<file path="src/rtl/display_pkg.sv">
// Shared definitions for the LED matrix display path.
//   FMT_RAW / FMT_RGB565 : pixel format selectors for frame_loader/pixel_assembler
//   load_state_t         : frame_loader FSM states
//   rgb565_to_888        : expands a 5-6-5 word into the 24-bit memory layout
package display_pkg;

  localparam int unsigned FMT_RAW    = 0;
  localparam int unsigned FMT_RGB565 = 1;

  typedef enum logic [1:0] {
    ST_IDLE      = 2'd0,
    ST_LOAD      = 2'd1,
    ST_WAIT_FLIP = 2'd2
  } load_state_t;

  // Memory layout is {B, G, R}; each channel is widened by replicating its MSBs
  // into the vacated LSBs so that full-scale stays full-scale.
  function automatic logic [23:0] rgb565_to_888(input logic [15:0] w);
    return {w[4:0], w[4:2], w[10:5], w[10:9], w[15:11], w[15:13]};
  endfunction

endpackage

</file>
<file path="src/rtl/pixel_assembler.sv">
// Collects stream bytes into one pixel and converts it to the memory word.
//   clk, rst     : clock, synchronous active-low reset
//   accept       : the byte on data is consumed this cycle
//   start        : this byte is byte 1 of a pixel (any partial pixel is dropped)
//   clear        : discard a partial pixel at the end of this cycle
//   data         : stream byte
//   pixel_valid  : combinational; the accepted byte completes a pixel
//   pixel        : combinational pixel word, meaningful with pixel_valid
module pixel_assembler
  import display_pkg::*;
#(
  parameter int unsigned width           = 24,
  parameter int unsigned bytes_per_pixel = 2,
  parameter int unsigned format          = FMT_RGB565
) (
  input  logic             clk,
  input  logic             rst,
  input  logic             accept,
  input  logic             start,
  input  logic             clear,
  input  logic [7:0]       data,
  output logic             pixel_valid,
  output logic [width-1:0] pixel
);

  localparam int unsigned AW   = 8 * bytes_per_pixel;
  localparam logic [1:0]  LAST = 2'(bytes_per_pixel - 1);

  logic [1:0]    cnt, base_cnt;
  logic [AW-1:0] acc, base_acc, word;

  // The completed word includes the byte arriving this cycle, so a pixel is
  // available without waiting for the accumulator to update.
  always_comb begin
    base_cnt    = start ? '0 : cnt;
    base_acc    = start ? '0 : acc;
    word        = AW'({base_acc, data});
    pixel_valid = accept && (base_cnt == LAST);
  end

  if (format == FMT_RGB565) begin : g_rgb565
    assign pixel = width'(rgb565_to_888(word[15:0]));
  end else begin : g_raw
    assign pixel = width'(word);
  end

  always_ff @(posedge clk) begin
    if (!rst || clear) begin
      cnt <= '0;
      acc <= '0;
    end else if (accept) begin
      if (pixel_valid) begin
        cnt <= '0;
        acc <= '0;
      end else begin
        cnt <= base_cnt + 2'd1;
        acc <= word;
      end
    end
  end

endmodule

</file>
<file path="src/rtl/frame_loader.sv">
// Byte-stream to framebuffer loader: assembles pixels, writes them row-major
// into the back buffer and flips buffers on a driver frame boundary.
//   clk, rst                 : clock, synchronous active-low reset
//   data, valid, sot, eot    : byte stream from spi_slave
//   frame_complete           : display_driver finished scanning a frame
//   wen, wrow, wcol, wdata   : registered memory write port
//   flip                     : buffer select, toggles once per accepted frame
//   busy                     : frame in progress or waiting for flip
//   frame_done               : one-cycle pulse when flip toggles
//   err_short, err_overrun   : sticky frame-length errors, cleared by sot
module frame_loader
  import display_pkg::*;
#(
  parameter int unsigned rows            = 8,
  parameter int unsigned columns         = 32,
  parameter int unsigned width           = 24,
  parameter int unsigned bytes_per_pixel = 2,
  parameter int unsigned format          = FMT_RGB565
) (
  input  logic                       clk,
  input  logic                       rst,
  input  logic [7:0]                 data,
  input  logic                       valid,
  input  logic                       sot,
  input  logic                       eot,
  input  logic                       frame_complete,
  output logic                       wen,
  output logic [$clog2(rows)-1:0]    wrow,
  output logic [$clog2(columns)-1:0] wcol,
  output logic [width-1:0]           wdata,
  output logic                       flip,
  output logic                       busy,
  output logic                       frame_done,
  output logic                       err_short,
  output logic                       err_overrun
);

  localparam int unsigned RW = $clog2(rows);
  localparam int unsigned CW = $clog2(columns);
  localparam logic [RW-1:0] ROW_LAST = RW'(rows - 1);
  localparam logic [CW-1:0] COL_LAST = CW'(columns - 1);

  load_state_t   state, state_next;
  logic [RW-1:0] row, row_base, row_next;
  logic [CW-1:0] col, col_base, col_next;
  logic          full, full_base, full_next;
  logic          accept, start, clr_flags, set_over, set_short, do_flip;
  logic          pix_valid;
  logic [width-1:0] pix;

  pixel_assembler #(
    .width           (width),
    .bytes_per_pixel (bytes_per_pixel),
    .format          (format)
  ) u_asm (
    .clk         (clk),
    .rst         (rst),
    .accept      (accept),
    .start       (start),
    .clear       (state_next != ST_LOAD),
    .data        (data),
    .pixel_valid (pix_valid),
    .pixel       (pix)
  );

  // Byte decode is kept apart from the next-state logic: the eot decision
  // depends on whether this cycle's byte completes the frame, which comes
  // back through the assembler.
  always_comb begin
    accept    = 1'b0;
    start     = 1'b0;
    clr_flags = 1'b0;
    set_over  = 1'b0;
    unique case (state)
      ST_IDLE: begin
        if (valid && sot) begin
          accept    = 1'b1;
          start     = 1'b1;
          clr_flags = 1'b1;
        end
      end
      ST_LOAD: begin
        if (valid) begin
          if (sot) begin
            accept    = 1'b1;
            start     = 1'b1;
            clr_flags = 1'b1;
          end else if (full) begin
            set_over = 1'b1;
          end else begin
            accept = 1'b1;
          end
        end
      end
      default: ;
    endcase
  end

  always_comb begin
    row_base  = start ? '0 : row;
    col_base  = start ? '0 : col;
    full_base = start ? 1'b0 : full;
    row_next  = row_base;
    col_next  = col_base;
    full_next = full_base;
    if (pix_valid) begin
      if (col_base == COL_LAST) begin
        col_next = '0;
        if (row_base == ROW_LAST) begin
          row_next  = '0;
          full_next = 1'b1;
        end else begin
          row_next = row_base + RW'(1);
        end
      end else begin
        col_next = col_base + CW'(1);
      end
    end
  end

  always_comb begin
    state_next = state;
    set_short  = 1'b0;
    do_flip    = 1'b0;
    unique case (state)
      ST_IDLE: begin
        if (valid && sot) state_next = ST_LOAD;
      end
      ST_LOAD: begin
        if (eot) begin
          if (full_next) begin
            state_next = ST_WAIT_FLIP;
          end else begin
            set_short  = 1'b1;
            state_next = ST_IDLE;
          end
        end
      end
      ST_WAIT_FLIP: begin
        if (frame_complete) begin
          do_flip    = 1'b1;
          state_next = ST_IDLE;
        end
      end
      default: state_next = ST_IDLE;
    endcase
  end

  always_ff @(posedge clk) begin
    if (!rst) begin
      state       <= ST_IDLE;
      row         <= '0;
      col         <= '0;
      full        <= 1'b0;
      wen         <= 1'b0;
      wrow        <= '0;
      wcol        <= '0;
      wdata       <= '0;
      flip        <= 1'b0;
      frame_done  <= 1'b0;
      err_short   <= 1'b0;
      err_overrun <= 1'b0;
    end else begin
      state      <= state_next;
      row        <= row_next;
      col        <= col_next;
      full       <= full_next;
      wen        <= pix_valid;
      frame_done <= do_flip;
      if (pix_valid) begin
        wrow  <= row_base;
        wcol  <= col_base;
        wdata <= pix;
      end
      if (do_flip) flip <= ~flip;
      if (clr_flags) begin
        err_short   <= 1'b0;
        err_overrun <= 1'b0;
      end
      if (set_short) err_short <= 1'b1;
      if (set_over) err_overrun <= 1'b1;
    end
  end

  assign busy = (state != ST_IDLE);

endmodule

</file>
<file path="config.mk">
export PLATFORM = sky130hd
export DESIGN_NAME = frame_loader
export DESIGN_NICKNAME = d
export VERILOG_FILES = /design/src/rtl/display_pkg.sv /design/src/rtl/pixel_assembler.sv /design/src/rtl/frame_loader.sv
export SDC_FILE = /design/constraint.sdc
export NUM_CORES = 1
export LEC_CHECK = 0
export ABC_CLOCK_PERIOD_IN_PS = 2040
export BUFFER_PORTS_ARGS = -buffer_cell sky130_fd_sc_hd__buf_2
export CORE_MARGIN = 10
export CORE_UTILIZATION = 37
export CTS_CLUSTER_DIAMETER = 120
export DETAILED_ROUTE_END_ITERATION = 7
export REMOVE_ABC_BUFFERS = 1
export SLEW_MARGIN = 20
export SYNTH_ARGS = -nofsm -noshare
export SYNTH_HDL_FRONTEND = slang
export SYNTH_SLANG_ARGS = --single-unit
</file>
<file path="constraint.sdc">
create_clock -name clk -period 2.04 [get_ports clk]
set_input_delay 0.306 -clock clk [delete_from_list [all_inputs] [get_ports clk]]
set_output_delay 0.306 -clock clk [all_outputs]
set_load 0.03 [all_outputs]
</file>
==> impl_results.md, run 1 <==
* Final min period at 1.97 ns
* Layout cells sized above 1 at 30.9%
* Top cells by area, synth: dfxtp_1, nand2_1, a21boi_0
* Outcome: finished clean
* Placeable Area at 5540 sq um
* Synth Area in Adders at 2.36%
* Hold Fails Final Rpt at 0
* Mux share of post-synthesis cell area at 0.944%
* Clock skew at 0.00426 ns
* Synth async-reset ratio at 0%
* Simple-gate share of the synthesized area at 26.4%
* H-tree Lvls at 2
* Type of the worst min-delay path: in -> reg
* Detailed-route wire length at 5.23 mm
* DP Area at 2440 sq um
* Final slew viol count at 0
* Nets at 321
* Cell internal pwr at 1390 uW
* Switching Share at 22.4%
* Vias at 1,822
* Worst vdd ir at 0.000443 V
* Yosys reg bits at 50
* Tot GR Track Use at 11.7%
* Worst Tran Pin Value at 0.621 ns
* Final setup fails at 0
* Crit path DAT at 2.21 ns
* Wirelength per Cell at 13.9 microns
* P_sw at 404 uW
* Dpl ws at -0.0726 ns
* Largest net degree at the start of global routing at 29
* WS Path Type: reg -> reg
* Synthesized area at 2120 sq um
* Vias in the first global route at 1,896
* Max-capacitance violation count at 0
* Clock Sinks at 50
* Final HPWL DP at 3.78 mm
* GPL Wtd Cong at 0.787
* Worst-Skew Late Latency at 0.30 ns
* Clock power frac at 38.8%
* Cell row count at 27
* Main combinational cell family by area after synthesis: simple AND/OR/NAND/NOR gates
* PwrDens at 678 nW/um^2
* Ports at 52
* Port bufs at 51
* Die height at 95.7 microns
* DRC Markers at 0
* Register area share after synthesis at 47.2%
* # hold bufs at CTS at 0
* Finished Cell Area at 2650 sq um
* Number of flops mapped to enable cells by yosys at 0
* CTS tree: built
* Synth Area in XOR/XNOR at 1.24%
* Vias per std cell at 4.85
* Comb pwr share at 6.2%
* Setup WS post-layout at 0.0727 ns
* Largest area contributor in the netlist: dfxtp_1
* Synth warnings at 0
* First-pass GRT wire length at 8.71 mm
* Die area at 9160 sq um
* Synth Area in Compound Gates at 15.5%
* Area share of the largest cell type after synthesis at 47.2%
* Starting DRT DRC Count at 93
* Critical path endpoint category: register
* Crit Path Max Fanout at 6
* Fmax at 508 MHz
* Top cells by count, synth: nand2_1, dfxtp_1, a21boi_0
* Detail Route Antenna Nets at 0
* Area growth syn-to-layout at 25.0%
* Required @ worst endpoint at 2.28 ns
* Slew HR at 58.3%
* Worst setup SP type: register
* GR Overflow Total at 0
* Library cells used by synthesis at 32
* Synth Instances at 248
* CTS root buf: clkbuf_8
* Drt pass-1 iters at 4
* Sequential Power Share at 55.0%
* Final Cycle Share at 96.4%
* Die W at 95.7 microns
* Mean post-synth cell area at 8.55 sq um
* Antenna cells at 0
* Initial core utilization at 38.3%
* Worst-case clock buffer depth at 2
* Initial antenna violation count at 0
* Main synth FF type: dfxtp_1
* Most frequent cell after synthesis: nand2_1
* Clock-pin slew on the worst setup and hold paths at 0.09 ns
* RSZ-0062 raised after global routing: true
* Num CTS Buffers at 5
* P_leak at 0.00111 uW
[critical path, cell delays in order, from the launching register on]
cell	delay (ns)
dfxtp_2	0.33
nand3b_1	0.24
and2_4	0.21
ha_4	0.16
nand2_2	0.07
nor2_2	0.04
ha_2	0.21
or4_4	0.52
a21oi_2	0.14
[kinds of logic (layout without fill, tap and decap cells)]
kind of cell,after synthesis,after routing
buffers and inverters,23,79
XOR/XNOR,3,3
adder cells (fa/ha/maj),4,4
flip-flops,50,50
multiplexers,2,2
AND/OR/NAND/NOR,117,117
AO/OA/AOI/OAI,49,49
[through the flow]
| stage | total power (uW) | hold slack (ns) | instances | setup TNS (ns) | utilization (%) |
|---|---|---|---|---|---|
| final | 1800 | 0.249 | 376 | 0 | 47.9 |
| after global routing | 1870 | 0.245 | 376 | -0.0754 | 47.9 |
| after CTS | 1810 | 0.243 | 372 | 0 | 46.5 |
| after detailed placement | 1110 | 0.447 | 363 | -0.123 | 44.1 |
| after global placement | 1110 | 0.439 | 363 | 0 | 44.1 |
| after floorplan | 1060 | 0.423 | 226 | -1.26 | - |
[flip-flops by register name, summed over array words and instances (netlist names), 2 cells and up]
register   count
row            3
wdata         16
state          2
col            5
u_asm.cnt      2
wrow           3
u_asm.acc      8
wcol           5
[power groups by stage]
stage	logic [uW]	registers, uW	clock network, uW
2_1_floorplan	49.4	1010	0
3_3_place_gp	102	1010	0
3_5_place_dp	102	1010	0
4_1_cts	106	989	716
5_1_grt	124	990	753
6_report	112	988	698
[layout make-up]
type                            count  area, sq um
Clock buffer                        6         72.6
Clock inverter                      2         37.5
Fill cell                         577         2890
Inverter                            1         3.75
Multi-Input combinational cell    175         1040
Sequential cell                    50         1000
Tap cell                           72         90.1
Timing Repair Buffer               70          402
[metal layers]
metal	GRT usage, %	wire (microns)
met5	0	0
met4	4.05	63
met3	3.11	269
met2	18.5	2450
met1	15.1	2450
[repair_timing]
action	4_1_cts	5_1_grt
pin swaps	1	7
buffers inserted	1	4
endpoints found under the setup margin	3	4
gates resized for setup	5	13
[path summary, 6_finish.rpt]
path / cells after the start / startpoint / slack, ns / endpoint
setup / recovery: 8 / state[1]$_SDFF_PN0_ / 0.07 / col[3]$_SDFF_PN0_
hold / removal: 2 / frame_complete / 0.25 / frame_done$_SDFF_PN0_
setup reg to reg: 8 / state[1]$_SDFF_PN0_ / 0.07 / col[3]$_SDFF_PN0_
hold reg to reg: 2 / u_asm.acc[4]$_SDFFE_PP0N_ / 0.46 / u_asm.acc[4]$_SDFFE_PP0N_
[layout by cell type, fill, tap and decap left out, types with 2 or more instances in the layout]
master and instances:
nor2b_1 4, nand3b_1 3, nand2_2 3, and2_1 7, ha_2 2, a21boi_1 4, buf_2 51, buf_4 18
clkbuf_8 5, mux2i_1 2, o21a_1 2, dfxtp_1 49, nand3_1 24, nor2_1 5, a21oi_1 9, a21boi_0 25
xnor2_1 2, and3_1 2, nand2_1 57, and2_4 4, o21ai_0 3, a31oi_1 2
Power figures use the tool's default switching activity.
==> run 2, diff against run 1 <==
--- a/config.mk
+++ b/config.mk
@@ -8,9 +8,10 @@
 export ABC_CLOCK_PERIOD_IN_PS = 2040
 export BUFFER_PORTS_ARGS = -buffer_cell sky130_fd_sc_hd__buf_2
 export CORE_MARGIN = 10
-export CORE_UTILIZATION = 37
+export CORE_UTILIZATION = 47
 export CTS_CLUSTER_DIAMETER = 120
 export DETAILED_ROUTE_END_ITERATION = 7
+export PLACE_DENSITY = 0.74
 export REMOVE_ABC_BUFFERS = 1
 export SLEW_MARGIN = 20
 export SYNTH_ARGS = -nofsm -noshare
==> run 2 against run 1 <==
Net effect: fmax up 3.2%; combinational power down 4%; hold slack lost 0.0086 ns; clock power up 21%; largest power group unchanged.
==> impl_results.md, run 2 (synthesis gave the netlist of run 1 again) <==
* Cell row count at 24 (-11%)
* Type of the worst min-delay path: in -> reg
* Critical path endpoint category: register
* Dpl ws at -0.0858 ns (-0.0132 ns)
* Fill cells at 379 (-34%)
* Antenna cells at 0 (unchanged)
* Commonest cells after routing, fill and taps aside: nand2_1, buf_2, dfxtp_1
* Commonest non-fill, non-tap cell in the layout: nand2_1
* Crit Path Max Fanout at 5 (-1)
* Crit path DAT at 2.15 ns (-0.06 ns)
* Starting DRT DRC Count at 87 (-6.5%)
* Slew HR at 58.6% (+0.30 points)
* Final Cycle Share at 93.5% (-3.0 points)
* P_leak at 0.00111 uW (+0.28%)
* CTS root buf: clkbuf_8
* PwrDens at 748 nW/um^2 (+10%)
* Clock Sinks at 50 (unchanged)
* Register area at 1000 sq um (unchanged)
* Initial core utilization at 48.7% (+10 points)
* GPL Wtd Cong at 0.897 (+14%)
* RSZ-0062 raised after global routing: true
* Setup WS post-layout at 0.133 ns (+0.0607 ns)
* Fmax at 524 MHz (+3.2%)
* Vias per std cell at 5.17 (+6.7%)
* Vias at 1,820 (-0.11%)
* Max-capacitance violation count at 0 (unchanged)
* First-pass GRT wire length at 8.08 mm (-7.3%)
* Reg with most FFs: wdata
* Final core utilization at 59.7% (+12 points)
* Outcome: finished clean
* Layout cells sized above 1 at 28.0% (-2.9 points)
* Vias in the first global route at 1,799 (-5.1%)
* DRC Markers at 0 (unchanged)
* Max FFs per register at 16 (unchanged)
* Biggest regs: wdata x16, u_asm.acc x8
* Clock skew at 0.00946 ns (+0.00520 ns)
* Worst-case clock buffer depth at 2 (unchanged)
* Final HPWL DP at 3.60 mm (-4.7%)
* Detailed-route wire length at 4.85 mm (-7.4%)
* Nets at 317 (-1.2%)
* Area of the multi-input gates at 1010 sq um (-2.9%)
* Worst setup SP type: register
* Required @ worst endpoint at 2.28 ns (about the same)
* Placeable Area at 4350 sq um (-21%)
* Largest net degree at the start of global routing at 26 (-10%)
* Initial antenna violation count at 0 (unchanged)
* CTS tree: built
* Die area at 7600 sq um (-17%)
* Final setup fails at 0 (unchanged)
* GR Overflow Total at 0 (unchanged)
* Tot GR Track Use at 12.9% (+1.2 points)
* Final slew viol count at 0 (unchanged)
* WS Path Type: reg -> reg
* Die height at 87.2 microns (-8.9%)
* Num CTS Buffers at 5 (unchanged)
* Detail Route Antenna Nets at 0 (unchanged)
* Final min period at 1.91 ns (-0.0607 ns)
* Area growth syn-to-layout at 22.5%
* Final Total Pwr at 1940 uW (+8.1%)
* Worst vdd ir at 0.000519 V (+17%)
* Worst-Skew Late Latency at 0.31 ns (about the same)
* Drt pass-1 iters at 4 (unchanged)
* Worst Tran Pin Value at 0.617 ns (-0.00451 ns)
* Hold Fails Final Rpt at 0 (unchanged)
* Ports at 52 (unchanged)
* Clock-pin slew on the worst setup and hold paths at 0.09 ns (about the same)
* Post-Route Setup TNS at 0 ns (unchanged)
* H-tree Lvls at 2 (unchanged)
* Wirelength per Cell at 13.8 microns (-1.0%)
* Die W at 87.2 microns (-8.9%)
* Port bufs at 51 (unchanged)
run 2: power by group:
group	total [uW]	switching [uW]	leakage [uW]	internal, uW
clock network	848	326	0.0000714	523
logic	108	62.8	0.000634	44.7
registers	989	6.25	0.000404	982
total	1940	395	0.00111	1550
run 2: final cells by class:
cell class	count	area share, %
Multi-Input combinational cell	175	39.0
Sequential cell	50	38.6
Timing Repair Buffer	66	14.3
Clock buffer	6	3.18
Tap cell	52	2.50
Clock inverter	2	2.31
Inverter	1	0.144
run 2: final timing paths:
check / start / end / slack, ns / depth (start not counted)
worst max-delay path: state[1]$_SDFF_PN0_ / err_short$_SDFFE_PN0P_ / 0.13 / 10
worst min-delay path: frame_complete / frame_done$_SDFF_PN0_ / 0.24 / 2
worst max register to register: state[1]$_SDFF_PN0_ / err_short$_SDFFE_PN0P_ / 0.13 / 10
worst min register to register: u_asm.acc[4]$_SDFFE_PP0N_ / u_asm.acc[4]$_SDFFE_PP0N_ / 0.46 / 2
run 2: per-stage QoR:
step           std cells  hold WS, ns  instance area (sq um)
6_report             352        0.241                   2600
5_1_grt              352        0.244                   2600
4_1_cts              352        0.238                   2570
3_5_place_dp         342        0.451                   2410
3_3_place_gp         342        0.439                   2410
2_1_floorplan        226        0.423                   1990
run 2: timing repair:
item,CTS,global route
gates resized for setup,1,9
pin swaps,0,6
gates cloned,0,0
setup endpoints to repair,3,5
hold buffers,0,0
buffers inserted,2,0
run 2: metal layers:
layer / global-route usage (%) / wire length (microns) / share of wire, %
met1: 15.9 / 2230 / 46
met2: 20.3 / 2200 / 45
met3: 4.40 / 347 / 7.2
met4: 5.22 / 69 / 1.4
met5: 0 / 0 / 0
run 2: critical path: stages, from the launching register on:
cell and delay (ns):
dfxtp_2 0.32, nand3b_1 0.25, and2_4 0.20, ha_1 0.20, nand2_1 0.06, nor2_1 0.04, ha_2 0.20, and4b_1 0.22
a31oi_4 0.16, nand2_1 0.07, a21boi_1 0.12
